--- src/rtl/ldm_stm_sequencer_if.sv ---
// ldm_stm_sequencer_if
// Data-memory bus between the LDM/STM sequencer (master) and the memory (slave).
//
// Handshake: the master raises mem_req with mem_we/mem_addr/mem_wdata and
// holds all of them unchanged until mem_ready is seen high. The transfer
// completes on the rising clock edge where mem_req & mem_ready are both 1.
// For a read, mem_rdata is valid in that same cycle. mem_ready may stay high
// while no request is pending; it has no meaning without mem_req.
//
// Signals:
//   mem_req   master->slave  transfer request
//   mem_we    master->slave  1 = write (STM), 0 = read (LDM)
//   mem_addr  master->slave  word address of the current transfer
//   mem_wdata master->slave  store data
//   mem_rdata slave->master  load data, valid when mem_ready
//   mem_ready slave->master  completes the pending transfer
interface ldm_stm_sequencer_if #(
  parameter int DATA_WIDTH = 32
);
  logic                  mem_req;
  logic                  mem_we;
  logic [DATA_WIDTH-1:0] mem_addr;
  logic [DATA_WIDTH-1:0] mem_wdata;
  logic [DATA_WIDTH-1:0] mem_rdata;
  logic                  mem_ready;

  modport master (
    output mem_req,
    output mem_we,
    output mem_addr,
    output mem_wdata,
    input  mem_rdata,
    input  mem_ready
  );

  modport slave (
    input  mem_req,
    input  mem_we,
    input  mem_addr,
    input  mem_wdata,
    output mem_rdata,
    output mem_ready
  );
endinterface

--- src/rtl/ldm_stm_sequencer.sv ---
// ldm_stm_sequencer
// Multi-cycle sequencer for ARM block transfers (LDM/STM). It walks the
// register list lowest register first, one register per memory handshake,
// owning the register file read port (stores) and its single write port
// (loads and base writeback). busy stalls the pipeline while it works.
//
// Ports:
//   clk, rst    clock, synchronous active-high reset
//   start       one-cycle request, sampled only in IDLE
//   is_load     1 = LDM, 0 = STM
//   reg_list    bit i set = transfer Ri
//   base_rn     base register index
//   base_val    current base register value
//   up/pre/wback  ARM U, P and W bits
//   rf_src      register file read index (current register)
//   rf_rdata    register file read data (asynchronous read)
//   bus         data-memory master port (see ldm_stm_sequencer_if)
//   wb_en/wb_dest/wb_value  register file write port; the register file
//               writes on negedge, so these commit within the same cycle
//   busy        high in XFER and WB_BASE
//   done        one-cycle completion pulse
//   dbg_state   current FSM state (0 IDLE, 1 XFER, 2 WB_BASE, 3 DONE)
module ldm_stm_sequencer #(
  parameter int DATA_WIDTH = 32,
  parameter int REG_COUNT  = 16
) (
  input  logic                          clk,
  input  logic                          rst,
  input  logic                          start,
  input  logic                          is_load,
  input  logic [REG_COUNT-1:0]          reg_list,
  input  logic [$clog2(REG_COUNT)-1:0]  base_rn,
  input  logic [DATA_WIDTH-1:0]         base_val,
  input  logic                          up,
  input  logic                          pre,
  input  logic                          wback,
  output logic [$clog2(REG_COUNT)-1:0]  rf_src,
  input  logic [DATA_WIDTH-1:0]         rf_rdata,
  ldm_stm_sequencer_if.master           bus,
  output logic                          wb_en,
  output logic [$clog2(REG_COUNT)-1:0]  wb_dest,
  output logic [DATA_WIDTH-1:0]         wb_value,
  output logic                          busy,
  output logic                          done,
  output logic [1:0]                    dbg_state
);

  localparam int IDX_W = $clog2(REG_COUNT);
  localparam int CNT_W = $clog2(REG_COUNT + 1);
  localparam logic [DATA_WIDTH-1:0] WORD = DATA_WIDTH'(4);

  typedef enum logic [1:0] {
    ST_IDLE    = 2'd0,
    ST_XFER    = 2'd1,
    ST_WB_BASE = 2'd2,
    ST_DONE    = 2'd3
  } state_t;

  state_t state_q, state_d;

  // Latched transfer context
  logic [REG_COUNT-1:0]  list_q;
  logic                  is_load_q;
  logic [IDX_W-1:0]      base_rn_q;
  logic                  wback_q;
  logic                  base_in_list_q;
  logic [DATA_WIDTH-1:0] cur_addr_q;
  logic [DATA_WIDTH-1:0] final_base_q;

  // Start-of-transfer arithmetic
  logic [CNT_W-1:0]      n_regs;
  logic [DATA_WIDTH-1:0] span;
  logic [DATA_WIDTH-1:0] start_addr;
  logic [DATA_WIDTH-1:0] final_base;

  // Per-transfer signals
  logic [IDX_W-1:0]      cur_reg;
  logic [REG_COUNT-1:0]  list_next;
  logic                  handshake;
  logic                  list_empty_next;
  logic                  do_base_wb;

  function automatic logic [CNT_W-1:0] popcount(input logic [REG_COUNT-1:0] l);
    logic [CNT_W-1:0] c;
    c = '0;
    for (int i = 0; i < REG_COUNT; i++) begin
      c = c + CNT_W'(l[i]);
    end
    return c;
  endfunction

  always_comb begin
    n_regs = popcount(reg_list);
    span   = DATA_WIDTH'(n_regs) << 2;
    // Transfers always ascend in register order, so for decrementing modes
    // the walk starts at the low end of the block.
    case ({up, pre})
      2'b10:   start_addr = base_val;                 // IA
      2'b11:   start_addr = base_val + WORD;          // IB
      2'b00:   start_addr = base_val - span + WORD;   // DA
      default: start_addr = base_val - span;          // DB
    endcase
    final_base = up ? (base_val + span) : (base_val - span);
  end

  // Lowest set bit of the remaining list: scan high to low so the last hit wins.
  always_comb begin
    cur_reg = '0;
    for (int i = REG_COUNT - 1; i >= 0; i--) begin
      if (list_q[i]) cur_reg = IDX_W'(i);
    end
  end

  assign list_next       = list_q & ~(REG_COUNT'(1) << cur_reg);
  assign list_empty_next = (list_next == '0);
  assign handshake       = (state_q == ST_XFER) && bus.mem_ready;
  // A load into the base register owns the write; writeback would clobber it.
  assign do_base_wb      = wback_q && !(is_load_q && base_in_list_q);

  // State register and latched context
  always_ff @(posedge clk) begin
    if (rst) begin
      state_q        <= ST_IDLE;
      list_q         <= '0;
      is_load_q      <= 1'b0;
      base_rn_q      <= '0;
      wback_q        <= 1'b0;
      base_in_list_q <= 1'b0;
      cur_addr_q     <= '0;
      final_base_q   <= '0;
    end else begin
      state_q <= state_d;
      if (state_q == ST_IDLE && start) begin
        list_q         <= reg_list;
        is_load_q      <= is_load;
        base_rn_q      <= base_rn;
        wback_q        <= wback;
        base_in_list_q <= reg_list[base_rn];
        cur_addr_q     <= start_addr;
        final_base_q   <= final_base;
      end else if (handshake) begin
        list_q     <= list_next;
        cur_addr_q <= cur_addr_q + WORD;
      end
    end
  end

  // Next state
  always_comb begin
    state_d = state_q;
    case (state_q)
      ST_IDLE: begin
        if (start) state_d = (n_regs == '0) ? ST_DONE : ST_XFER;
      end
      ST_XFER: begin
        if (handshake && list_empty_next) state_d = do_base_wb ? ST_WB_BASE : ST_DONE;
      end
      ST_WB_BASE: state_d = ST_DONE;
      ST_DONE:    state_d = ST_IDLE;
      default:    state_d = ST_IDLE;
    endcase
  end

  // Outputs
  always_comb begin
    bus.mem_req   = 1'b0;
    bus.mem_we    = 1'b0;
    bus.mem_addr  = '0;
    bus.mem_wdata = '0;
    rf_src        = '0;
    wb_en         = 1'b0;
    wb_dest       = '0;
    wb_value      = '0;
    busy          = 1'b0;
    done          = 1'b0;
    case (state_q)
      ST_XFER: begin
        busy          = 1'b1;
        bus.mem_req   = 1'b1;
        bus.mem_we    = !is_load_q;
        bus.mem_addr  = cur_addr_q;
        rf_src        = cur_reg;
        bus.mem_wdata = rf_rdata;
        if (is_load_q && bus.mem_ready) begin
          wb_en    = 1'b1;
          wb_dest  = cur_reg;
          wb_value = bus.mem_rdata;
        end
      end
      ST_WB_BASE: begin
        busy     = 1'b1;
        wb_en    = 1'b1;
        wb_dest  = base_rn_q;
        wb_value = final_base_q;
      end
      ST_DONE: done = 1'b1;
      default: ;
    endcase
  end

  assign dbg_state = state_q;

endmodule

--- src/flat_wrapper.sv ---
// flat-port wrapper written by rule: the top's interface ports become plain ports
module ldm_stm_sequencer_flat 
#(
  parameter int DATA_WIDTH = 32,
  parameter int REG_COUNT  = 16
)
  (clk, rst, start, is_load, reg_list, base_rn, base_val, up, pre, wback, rf_src, rf_rdata, wb_en, wb_dest, wb_value, busy, done, dbg_state, bus_mem_req, bus_mem_we, bus_mem_addr, bus_mem_wdata, bus_mem_rdata, bus_mem_ready);
  ldm_stm_sequencer_if #(.DATA_WIDTH(DATA_WIDTH)) bus_i ();
  input  logic clk;
  input  logic rst;
  input  logic start;
  input  logic is_load;
  input  logic [REG_COUNT-1:0] reg_list;
  input  logic [$clog2(REG_COUNT)-1:0] base_rn;
  input  logic [DATA_WIDTH-1:0] base_val;
  input  logic up;
  input  logic pre;
  input  logic wback;
  output logic [$clog2(REG_COUNT)-1:0] rf_src;
  input  logic [DATA_WIDTH-1:0] rf_rdata;
  output logic wb_en;
  output logic [$clog2(REG_COUNT)-1:0] wb_dest;
  output logic [DATA_WIDTH-1:0] wb_value;
  output logic busy;
  output logic done;
  output logic [1:0] dbg_state;
  output wire logic [$bits(bus_i.mem_req)-1:0] bus_mem_req;
  output wire logic [$bits(bus_i.mem_we)-1:0] bus_mem_we;
  output wire logic [$bits(bus_i.mem_addr)-1:0] bus_mem_addr;
  output wire logic [$bits(bus_i.mem_wdata)-1:0] bus_mem_wdata;
  input wire logic [$bits(bus_i.mem_rdata)-1:0] bus_mem_rdata;
  input wire logic [$bits(bus_i.mem_ready)-1:0] bus_mem_ready;
  assign bus_mem_req = bus_i.mem_req;
  assign bus_mem_we = bus_i.mem_we;
  assign bus_mem_addr = bus_i.mem_addr;
  assign bus_mem_wdata = bus_i.mem_wdata;
  assign bus_i.mem_rdata = bus_mem_rdata;
  assign bus_i.mem_ready = bus_mem_ready;
  ldm_stm_sequencer #(.DATA_WIDTH(DATA_WIDTH), .REG_COUNT(REG_COUNT)) u_core (.clk(clk), .rst(rst), .start(start), .is_load(is_load), .reg_list(reg_list), .base_rn(base_rn), .base_val(base_val), .up(up), .pre(pre), .wback(wback), .rf_src(rf_src), .rf_rdata(rf_rdata), .bus(bus_i), .wb_en(wb_en), .wb_dest(wb_dest), .wb_value(wb_value), .busy(busy), .done(done), .dbg_state(dbg_state));
endmodule
--- config.mk ---
export PLATFORM = sky130hd
export DESIGN_NAME = ldm_stm_sequencer_flat
export DESIGN_NICKNAME = d
export VERILOG_FILES = /design/src/rtl/ldm_stm_sequencer_if.sv /design/src/rtl/ldm_stm_sequencer.sv /design/src/flat_wrapper.sv
export SDC_FILE = /design/constraint.sdc
export NUM_CORES = 1
export LEC_CHECK = 0
export CAP_MARGIN = 40
export CELL_PAD_IN_SITES_DETAIL_PLACEMENT = 1
export CELL_PAD_IN_SITES_GLOBAL_PLACEMENT = 1
export CORE_ASPECT_RATIO = 1.25
export CORE_MARGIN = 10
export CORE_UTILIZATION = 25
export CTS_BUF_LIST = sky130_fd_sc_hd__clkbuf_2 sky130_fd_sc_hd__clkbuf_4 sky130_fd_sc_hd__clkbuf_8
export DETAILED_ROUTE_END_ITERATION = 6
export PLACE_DENSITY = 0.73
export SYNTH_ARGS = -nofsm -noshare
export SYNTH_HDL_FRONTEND = slang
export SYNTH_SLANG_ARGS = --single-unit
--- constraint.sdc ---
create_clock -name clk -period 8.2 [get_ports clk]
set_input_delay 1.64 -clock clk [delete_from_list [all_inputs] [get_ports clk]]
set_output_delay 1.64 -clock clk [all_outputs]
set_load 0.03 [all_outputs]
Yosys cells after proc, flatten, opt, wreduce, memory -nomap -nowiden
Cells that the tools add are included.
- word-level logic and storage cells: 96
- output and inout port bits: 111
- register bits: 89
- input port bits: 124
- bitwise logic cells: 2
- eq/ne operators: 7
- order comparisons: 1
- reductions and logical operators: 15
- shifts and indexed selects: 1
- multiplexer cells: 42
- add/sub/neg operators: 20
- operators by type and width (kind ; number):
    32-bit two-way mux ; 6
    32-bit by 3-bit adder with 32-bit output, second input constant ; 3
    32-bit case mux with 3 select lines ; 1
    4-bit two-way mux ; 18
    5-bit by 1-bit adder with 5-bit output ; 14
    32-bit case mux with 2 select lines ; 1
    32-bit by 7-bit adder with 32-bit output ; 1
    16-bit two-way mux ; 2
    32-bit by 7-bit subtractor with 32-bit output ; 1
    16-bit AND ; 1
    16-bit zero test ; 1
    16-bit NOT ; 1
    1-bit by 4-bit left shift with 16-bit output, first input constant ; 1
    2-bit == test, second input constant ; 4
    2-bit case mux with 4 select lines ; 1
    4-bit case mux with 2 select lines ; 1
    1-bit two-way mux ; 7
    1-bit logical AND ; 6
    2-bit two-way mux ; 3
    5-bit zero test ; 1
    4-bit by 5-bit < comparator with 1-bit output, second input constant ; 1
    1-bit binary-select mux with 4-bit select ; 1
    2-bit zero test ; 2
    2-bit != test, second input constant ; 2
    7 further kinds ; 8

Depth between registers and ports, before layout
Gate-level depths: netlist (run 1).
- depth after elaboration: 23
- gate-level depth with buffers: 26

Worst setup path after synthesis (run 1)
No wires, ideal clock.
- kind: input to register
- start point: input reg_list[0]
- end point: register u_core.cur_addr_q[22]
- library setup time: 0.086 ns
- arrival: 7.833 ns
- buffers on the path: 2
- data required time: 8.114 ns
- cell stages on the path: 22
- setup slack: 0.281 ns
- cells stage by stage: ha_1 > inv_1 > fa_1 > fa_1 > fa_1 > fa_1 > fa_1 > fa_1 > xor2_1 > inv_1 > ha_1 > buf_4 > nor2b_2 > a2111oi_4 > buf_6 > o21ai_2 > a222oi_1 > nand4_2 > o41a_1 > nor3_1 > o21ai_1 > a221oi_2
- cells in the longest elaborated chain, start to end: 19
- ends and longest elaborated chain (element ; line ; text):
    start: declaration ; flat_wrapper.sv:13 ; input logic [REG_COUNT-1:0] reg_list;
    1-bit by 1-bit adder with 2-bit output * ; ldm_stm_sequencer.sv:87 ; c = c + CNT_W'(l[i]);
    5-bit by 1-bit adder with 5-bit output * (14 in a row) ; ldm_stm_sequencer.sv:87 ;
    32-bit by 7-bit subtractor with 32-bit output * ; ldm_stm_sequencer.sv:100, ldm_stm_sequencer.sv:101 ;
    32-bit by 3-bit adder with 32-bit output ; ldm_stm_sequencer.sv:100 ; 2'b00: start_addr = base_val - span + WORD;
    32-bit case mux with 3 select lines * ; ldm_stm_sequencer.sv:97 ; case ({up, pre})
    32-bit two-way mux * ; ldm_stm_sequencer.sv:133 ; if (state_q == ST_IDLE && start) begin
    end signal: assignment ; ldm_stm_sequencer.sv:139 ; cur_addr_q <= start_addr;
    end signal: assignment ; ldm_stm_sequencer.sv:143 ; cur_addr_q <= cur_addr_q + WORD;
    end: declaration ; ldm_stm_sequencer.sv:67 ; logic [DATA_WIDTH-1:0] cur_addr_q;
Mark *: on every way between the ends. The rest lies on a longest branch, timed or not.
A chain may end at the register's enable or synchronous reset.

Final worst setup path (run 1)
- start point: input reg_list[0]
- end point: register u_core.cur_addr_q[23]
The elaborated chain is that of the path after synthesis.

==> metrics.md, run 1 <==
| Metric | Value |
|---|---|
| Vias per cell | about 5.4 |
| R2r setup slk | 4.66 ns |
| CP cell instances | clkdlybuf4s50_1 > ha_1 > inv_2 > fa_2 > fa_1 > fa_1 > fa_1 > fa_2 > fa_2 > inv_2 > fa_2 > or2_4 > a211oi_4 > buf_6 > nor4_1 > buf_4 > mux2i_1 > o22ai_2 > nor2_4 > a2111oi_4 > mux2_4 > a2111oi_4 |
| I/O Pins | approximately 240 |
| Worst-case clock buffer depth | 2 |
| Simple-gate area share of the yosys netlist | 32.3% |
| Fraction of post-synthesis cell area in the top cell type by area | 18.6% |
| Flip-flop and latch count after synthesis | 89 |
| Pwr/cell area | roughly 260 nW/µm² |
| Mean instance size in the synthesized netlist | 7.05 µm² |
| Fraction of the yosys area taken by sequential cells | a little under a fifth |
| Worst r2r dst | u_core.cur_addr_q[31]$_SDFFE_PP0P_ |
| List of most frequent post-synthesis cells | sky130_fd_sc_hd__nand2_1, sky130_fd_sc_hd__nor2_1, sky130_fd_sc_hd__a21oi_1 |
| Gr usage total | between 10% and 20% |
| Core ar. | between 30000 and 40000 µm² |
| Clock-pin slew on the worst setup and hold paths | around 0.11 ns |
| Last element of the critical path | u_core.cur_addr_q[23]$_SDFFE_PP0P_ |
| Antenna-violating nets left | 0 |
| Post-route core utilization | between 30% and 40% |
| Element type at the critical path end | flip-flop |
| Cells after DPL | roughly 2100 |
| Adder and majority gate portion of the synthesized area | 6.11% |
| Clk_lat worst skew | around 0.42 ns |
| Final max-slew violation count | 0 |
| Layout area overhead | 43.6% |
| Fraction of final layout cells with drive strength greater than 1 | 16.0% |
| Flip-flop cell with the highest count after synthesis | sky130_fd_sc_hd__dfxtp_1 |
| Synthesized net count | around 1500 |
| CP peak stage delay | 0.57 ns |
| Worst path arrival time | approximately 8.4 ns |
| Global route total overflow | 0 |
| Clock tree from TritonCTS | yes |
| Number of enable-type register cells in the synthesized netlist | 0 |
| Share of synthesized area spent on multiplexers | between 2 and 2.5% |
| Setup tns final | 0 ns |
| Total Power Consumption | roughly 3500 µW |
| Weighted congestion at the end of routability-driven global placement | about 0.9 |
| Sort of element at the start of the critical path | input pin |
| Number of antenna violations at the first check in global routing | 1 |
| Final Critical Period | 8.02 ns |
| Max Cap Violations | 0 |
| Dominant combinational cell family by area after synthesis | simple AND/OR/NAND/NOR gates |
| Slowest-stage cell, CP | sky130_fd_sc_hd__fa_2 |
| First-pass GRT wire length | between 70000 and 80000 µm |
| Leak | between 0.004 and 0.005 µW |
| Detailed-route wire length | around 48000 µm |
| Full die area | about 47000 µm² |
| Maximum level of the CTS H-tree | 3 |
| Final-report hold violation count | 0 |
| Most area-consuming cells after synthesis | sky130_fd_sc_hd__dfxtp_1, sky130_fd_sc_hd__nand2_1, sky130_fd_sc_hd__a21oi_1 |
| Count of TritonRoute iterations in the first routing pass | 5 |
| Type of the tightest min-delay check | reg -> reg |
| Area used by multi-input combinational logic | ~7400 µm² |
| Total setup violations reported at the end of the flow | 0 |
| Number of clock sinks seen by CTS | roughly 90 |
| Headroom to the max-slew limit | between 30% and 40% |
| Final clock period utilization by the worst path | slightly below 100% |
| Run status | complete, no violations |
| Reg-to-reg critical path startpoint | u_core.dbg_state[1]$_SDFFE_PP0P_ |
| DRC marker count from the first detailed-route iteration | 600 |
| Final routed wire length divided by cell count | roughly 22 µm |
| Starting density of the core | 25.2% |
| I/O Buffers | 234 |
| Synth unique cells | 88 |
| Fillers | 4646 |
| Critical path class | in -> reg |
| Final layout net count | between 1500 and 2000 |
| Depth of the worst register-to-register path | 11 |
| Number of rows in the core area | 80 |
| Clk_skew | approximately 0.016 ns |
| Top fanout value on the critical path | 5 |
| Worst VDD drop | roughly 0.00014 V |
| Clock Root Buffer | sky130_fd_sc_hd__clkbuf_8 |
| Die Width | 195 µm |
| Number of cells in the finished layout apart from fillers | between 2000 and 2500 |
| Leading cell type by number of instances after synthesis | sky130_fd_sc_hd__nand2_1 |
| Mapped Cells | between 1000 and 1500 |
| Die height | around 240 µm |
| Required @ worst endpoint | roughly 8.5 ns |
| Xor/xnor share of the synthesized area | between 9 and 10% |
| Max Clock Freq | ~120 MHz |
| Post-synthesis compound-gate area fraction | 24.6% |
| Warnings from Yosys | 0 |
| CP dominant cell by count | sky130_fd_sc_hd__fa_2 |
| Instance count along the most critical hold path | 2 |
| Post-detail-place hpwl | 38600 µm |
| Register area | about 1800 µm² |
| Largest area contributor in the netlist | sky130_fd_sc_hd__dfxtp_1 |
| Async set-reset flop share out of synthesis | 0% |
| Pin count of the biggest net entering global routing | 75 |
| Vias in the first global route | between 10000 and 15000 |
| DRC violations left | 0 |
| Inserted Clock Buffers | 9 |
| Overall via count from detail_route | 11500 |
| Netlist area before placement | approximately 9600 µm² |
| Transition time of the tightest slew-check pin | between 0.9 and 1 ns |
| Worst setup path startpoint | reg_list[0] |
[through the flow]
stage / hold WS, ns / instance area (µm²) / worst slack (ns)
floorplan: 0.432 / 9580 / 0.281
global placement: 0.442 / 13200 / -0.440
detailed placement: 0.446 / 13200 / -0.615
CTS: 0.459 / 13500 / 0.0104
global route: 0.487 / 13800 / -0.0205
finish: 0.455 / 13800 / 0.179
[cell usage in the layout (no fill, tap or decap), types with 18 or more instances in the layout]
cell / count
sky130_fd_sc_hd__a211oi_1: 30
sky130_fd_sc_hd__a21oi_1: 102
sky130_fd_sc_hd__a22oi_1: 37
sky130_fd_sc_hd__a31oi_1: 18
sky130_fd_sc_hd__and2_1: 74
sky130_fd_sc_hd__buf_4: 148
sky130_fd_sc_hd__clkdlybuf4s50_1: 233
sky130_fd_sc_hd__dfxtp_1: 89
sky130_fd_sc_hd__ha_1: 21
sky130_fd_sc_hd__inv_1: 46
sky130_fd_sc_hd__nand2_1: 168
sky130_fd_sc_hd__nand3_1: 43
sky130_fd_sc_hd__nand4_1: 35
sky130_fd_sc_hd__nor2_1: 122
sky130_fd_sc_hd__nor3_1: 47
sky130_fd_sc_hd__o211ai_1: 19
sky130_fd_sc_hd__o21ai_0: 29
sky130_fd_sc_hd__xnor2_1: 53
sky130_fd_sc_hd__xor2_1: 45
[worst max-delay path, delay by kind of cell]
| family | cells | cell delay (ns) |
|---|---|---|
| mux | 2 | 0.47 |
| fa+ha+maj | 8 | 3.61 |
| buf+inv | 5 | 0.88 |
| simple gates | 3 | 0.40 |
| compound gates | 4 | 1.31 |
[metal layers]
layer | wire, µm | global-route usage (%) | vias to the layer above
li1 | - | - | 5452
met1 | 20800 | 23.3 | 5655
met2 | 23900 | 35.3 | 358
met3 | 2140 | 2.96 | 54
met4 | 1060 | 5.58 | 0
met5 | 0 | 0 | -
[final cells by class]
type / instances / area share, %
sequential: 89 / 13.0
clock inverter: 3 / 0.655
timing repair buffer: 388 / 25.7
tap: 492 / 4.48
multi-input combinational: 1111 / 53.7
inverter: 50 / 1.36
clock buffer: 12 / 1.06
antenna: 1 / 0.0182
[kinds of logic (layout without fill, tap and decap cells)]
logic type	after synthesis	in the layout
AO/OA/AOI/OAI	344	344
XOR/XNOR	99	99
adder cells (fa/ha/maj)	40	40
buffers and inverters	159	453
flip-flops	89	89
multiplexers	13	13
other	0	1
AND/OR/NAND/NOR	615	615
[worst min path at each step]
stage                                      startpoint                           endpoint  slack (ns)
detailed placement  u_core.cur_addr_q[1]$_SDFFE_PP0P_  u_core.cur_addr_q[1]$_SDFFE_PP0P_        0.45
finish              u_core.cur_addr_q[1]$_SDFFE_PP0P_  u_core.cur_addr_q[1]$_SDFFE_PP0P_        0.46
global placement    u_core.cur_addr_q[1]$_SDFFE_PP0P_  u_core.cur_addr_q[1]$_SDFFE_PP0P_        0.44
CTS                 u_core.cur_addr_q[1]$_SDFFE_PP0P_  u_core.cur_addr_q[1]$_SDFFE_PP0P_        0.46
floorplan           u_core.cur_addr_q[0]$_SDFFE_PP0P_  u_core.cur_addr_q[0]$_SDFFE_PP0P_        0.43
global route         u_core.base_rn_q[0]$_SDFFE_PP0P_   u_core.base_rn_q[0]$_SDFFE_PP0P_        0.49
[power by group]
group          internal (µW)  switching, µW
Sequential               528            107
Clock                    211            173
Combinational           1040           1490
[sequential cells by signal (all words and copies together) (netlist names)]
signal and flops:
u_core.is_load_q 1, u_core.final_base_q 32, u_core.cur_addr_q 32, u_core.wback_q 1, u_core.list_q 16, u_core.base_rn_q 4
u_core.base_in_list_q 1, u_core.dbg_state 2
[repair_timing]
item                       CTS  global route
pin swaps                    6            23
hold buffers                 0             0
resized for setup           19            51
setup endpoints to repair   14            26
buffers inserted             2             4
(Power assumes the default switching activity.)
==> run 2, diff against run 1 <==
--- a/config.mk
+++ b/config.mk
@@ -6,14 +6,14 @@
 export NUM_CORES = 1
 export LEC_CHECK = 0
 export CAP_MARGIN = 40
-export CELL_PAD_IN_SITES_DETAIL_PLACEMENT = 1
+export CELL_PAD_IN_SITES_DETAIL_PLACEMENT = 0
 export CELL_PAD_IN_SITES_GLOBAL_PLACEMENT = 1
 export CORE_ASPECT_RATIO = 1.25
 export CORE_MARGIN = 10
 export CORE_UTILIZATION = 25
 export CTS_BUF_LIST = sky130_fd_sc_hd__clkbuf_2 sky130_fd_sc_hd__clkbuf_4 sky130_fd_sc_hd__clkbuf_8
 export DETAILED_ROUTE_END_ITERATION = 6
-export PLACE_DENSITY = 0.73
+export PLACE_DENSITY = 0.61
 export SYNTH_ARGS = -nofsm -noshare
 export SYNTH_HDL_FRONTEND = slang
 export SYNTH_SLANG_ARGS = --single-unit
==> run 2 against run 1 <==
Count of clock-buffer cells in the layout is 2 higher. Hold slack got worse by 0.0024 ns. Largest power group unchanged. Via count decreased by 1.7%. Clock skew is 0.0070 ns lower. Die area stayed put. Highest routed layer unchanged.
==> metrics.md, run 2 (same netlist as run 1, synthesis figures left out) <==
| Metric | Value |
|---|---|
| Inserted Clock Buffers | 9 |
| Clk_skew | ~0.0087 ns |
| Die Width | ~200 µm |
| Sort of element at the start of the critical path | input pin |
| Number of rows in the core area | 80 |
| Detailed-route wire length | between 40000 and 50000 µm |
| First-pass GRT wire length | 70000 µm |
| Largest registers | u_core.cur_addr_q: 32 flops, u_core.final_base_q: 32 flops, u_core.list_q: 16 flops |
| Die height | about 240 µm |
| Global route total overflow | 0 |
| Final-report hold violation count | 0 |
| Area used by multi-input combinational logic | approximately 7300 µm² |
| Number of cells in the finished layout apart from fillers | 2157 |
| Transition time of the tightest slew-check pin | 0.939 ns |
| Final layout net count | about 1800 |
| Max Clock Freq | between 100 and 150 MHz |
| Worst-case clock buffer depth | 2 |
| Final max-slew violation count | 0 |
| Hold buffer count at CTS | 0 |
| Cells after DPL | approximately 2100 |
| Antenna-violating nets left | 0 |
| Starting density of the core | between 20% and 30% |
| Run status | complete, no violations |
| DRC violations left | 0 |
| Top fanout value on the critical path | 6 |
| Type of the tightest min-delay check | reg -> reg |
| Final worst-path setup slack | approximately 0.22 ns |
| Pin count of the biggest net entering global routing | 75 |
| DRC marker count from the first detailed-route iteration | 983 |
| Gr usage total | 19.1% |
| Post-detail-place hpwl | between 30000 and 40000 µm |
| Number of clock sinks seen by CTS | 89 |
| CP cell instances | clkdlybuf4s50_1 > inv_1 > fa_1 > fa_1 > fa_1 > fa_1 > fa_2 > fa_2 > inv_2 > fa_1 > or2_4 > a211oi_4 > buf_4 > nor4_1 > buf_4 > mux2i_1 > o22ai_2 > nor2_2 > a2111oi_2 > mux2_2 > a2111oi_2 |
| Final clock period utilization by the worst path | between 90 and 100% |
| Final Critical Period | around 8.0 ns |
| CP peak stage delay | slightly below 0.6 ns |
| Most used cells in the layout excluding fill and tap cells | sky130_fd_sc_hd__clkdlybuf4s50_1, sky130_fd_sc_hd__nand2_1, sky130_fd_sc_hd__buf_4 |
| Headroom to the max-slew limit | a little under two fifths |
| I/O Buffers | 234 |
| Layout area overhead | 43.2% |
| Full die area | ~47000 µm² |
| Final routed wire length divided by cell count | ~22 µm |
| Critical path class | in -> reg |
| I/O Pins | ~240 |
| Antenna Diode Count | 0 |
| Element type at the critical path end | flip-flop |
| Clock tree from TritonCTS | yes |
| Max Cap Violations | 0 |
| Slowest-stage cell, CP | sky130_fd_sc_hd__fa_2 |
| Worst path arrival time | 8.27 ns |
| Maximum level of the CTS H-tree | 3 |
| Pwr/cell area | around 250 nW/µm² |
| Number of antenna violations at the first check in global routing | 2 |
| Total setup violations reported at the end of the flow | 0 |
| Register area | between 1500 and 2000 µm² |
| Leak | ~0.0050 µW |
| Clk_lat worst skew | roughly 0.39 ns |
| Weighted congestion at the end of routability-driven global placement | 0.897 |
| Post-Place Setup Slack | -0.454 ns |
| CP dominant cell by count | sky130_fd_sc_hd__fa_1 |
| Clock Root Buffer | sky130_fd_sc_hd__clkbuf_8 |
| Vias in the first global route | about 11000 |
| Overall via count from detail_route | approximately 11000 |
| Fraction of final layout cells with drive strength greater than 1 | between 15 and 20% |
| Clock-pin slew on the worst setup and hold paths | about 0.09 ns |
| Count of TritonRoute iterations in the first routing pass | 7 |
| Most common cell after layout, fill and taps aside | sky130_fd_sc_hd__clkdlybuf4s50_1 |
| Core ar. | ~38000 µm² |
| Required @ worst endpoint | 8.50 ns |
| Fillers | 4114 |
| Worst VDD drop | between 0.0001 and 0.00015 V |
| Vias per cell | 5.25 |
-- run 2: cell types whose count changed in the layout (fill, tap and decap cells not counted), moves of 3 or more --
cell,delta
sky130_fd_sc_hd__nor4_1,-3
sky130_fd_sc_hd__dlymetal6s2s_1,+4
sky130_fd_sc_hd__buf_4,+15
sky130_fd_sc_hd__o21ai_2,-3
sky130_fd_sc_hd__fa_2,-3
sky130_fd_sc_hd__a2111oi_0,-3
sky130_fd_sc_hd__a2111oi_2,+4
sky130_fd_sc_hd__fa_1,+3
sky130_fd_sc_hd__clkdlybuf4s50_1,-4
-- run 2: path summary, 6_finish.rpt --
path	depth (start not counted)	slack (ns)	to	from
max	21	0.22	u_core.cur_addr_q[23]$_SDFFE_PP0P_	reg_list[2]
min reg2reg	2	0.45	u_core.cur_addr_q[1]$_SDFFE_PP0P_	u_core.cur_addr_q[1]$_SDFFE_PP0P_
min	2	0.45	u_core.cur_addr_q[1]$_SDFFE_PP0P_	u_core.cur_addr_q[1]$_SDFFE_PP0P_
max reg2reg	11	4.72	u_core.cur_addr_q[31]$_SDFFE_PP0P_	u_core.dbg_state[1]$_SDFFE_PP0P_
-- run 2: routing by layer --
layer	global-route usage, %	up-vias	share of wire, %
met3	3.13	71	5.6
met5	0	-	0
li1	-	5480	-
met2	32.8	423	48
met4	5.63	0	2.7
met1	23.8	5349	44
-- run 2: final cells by class --
class	count	share of cell area [%]
multi-input combinational	1111	53.4
timing repair buffer	399	26.2
sequential	89	13.0
tap	492	4.49
inverter	50	1.37
clock buffer	14	1.22
clock inverter	2	0.274
-- run 2: power breakdown --
part / switching [µW] / internal (µW) / total, µW
logic: 1450 / 1060 / 2510
clock network: 171 / 163 / 335
registers: 102 / 528 / 630
total: 1720 / 1750 / 3470
-- run 2: worst max-delay path: cells and delay by family --
kind / cells / cell delay [ns]
simple gates: 3 / 0.40
buf+inv: 5 / 0.94
fa+ha+maj: 7 / 3.50
mux: 2 / 0.51
compound gates: 4 / 1.27
-- run 2: metrics by stage --
stage | power [µW] | instance area, µm² | util [%] | setup TNS, ns | hold slack, ns
2_1_floorplan | 2020 | 9580 | - | 0 | 0.432
3_3_place_gp | 3060 | 13300 | 34.9 | -7.31 | 0.440
3_5_place_dp | 3070 | 13300 | 34.9 | -8.66 | 0.446
4_1_cts | 3430 | 13500 | 35.5 | -0.0270 | 0.460
5_1_grt | 3720 | 13700 | 36.1 | -0.00886 | 0.473
6_report | 3470 | 13700 | 36.1 | 0 | 0.453
-- run 2: what timing repair did --
| action | in CTS | in global routing |
|---|---|---|
| pin swaps | 2 | 23 |
| setup buffers | 0 | 2 |
| gates resized for setup | 6 | 53 |
| setup endpoints to repair | 9 | 29 |
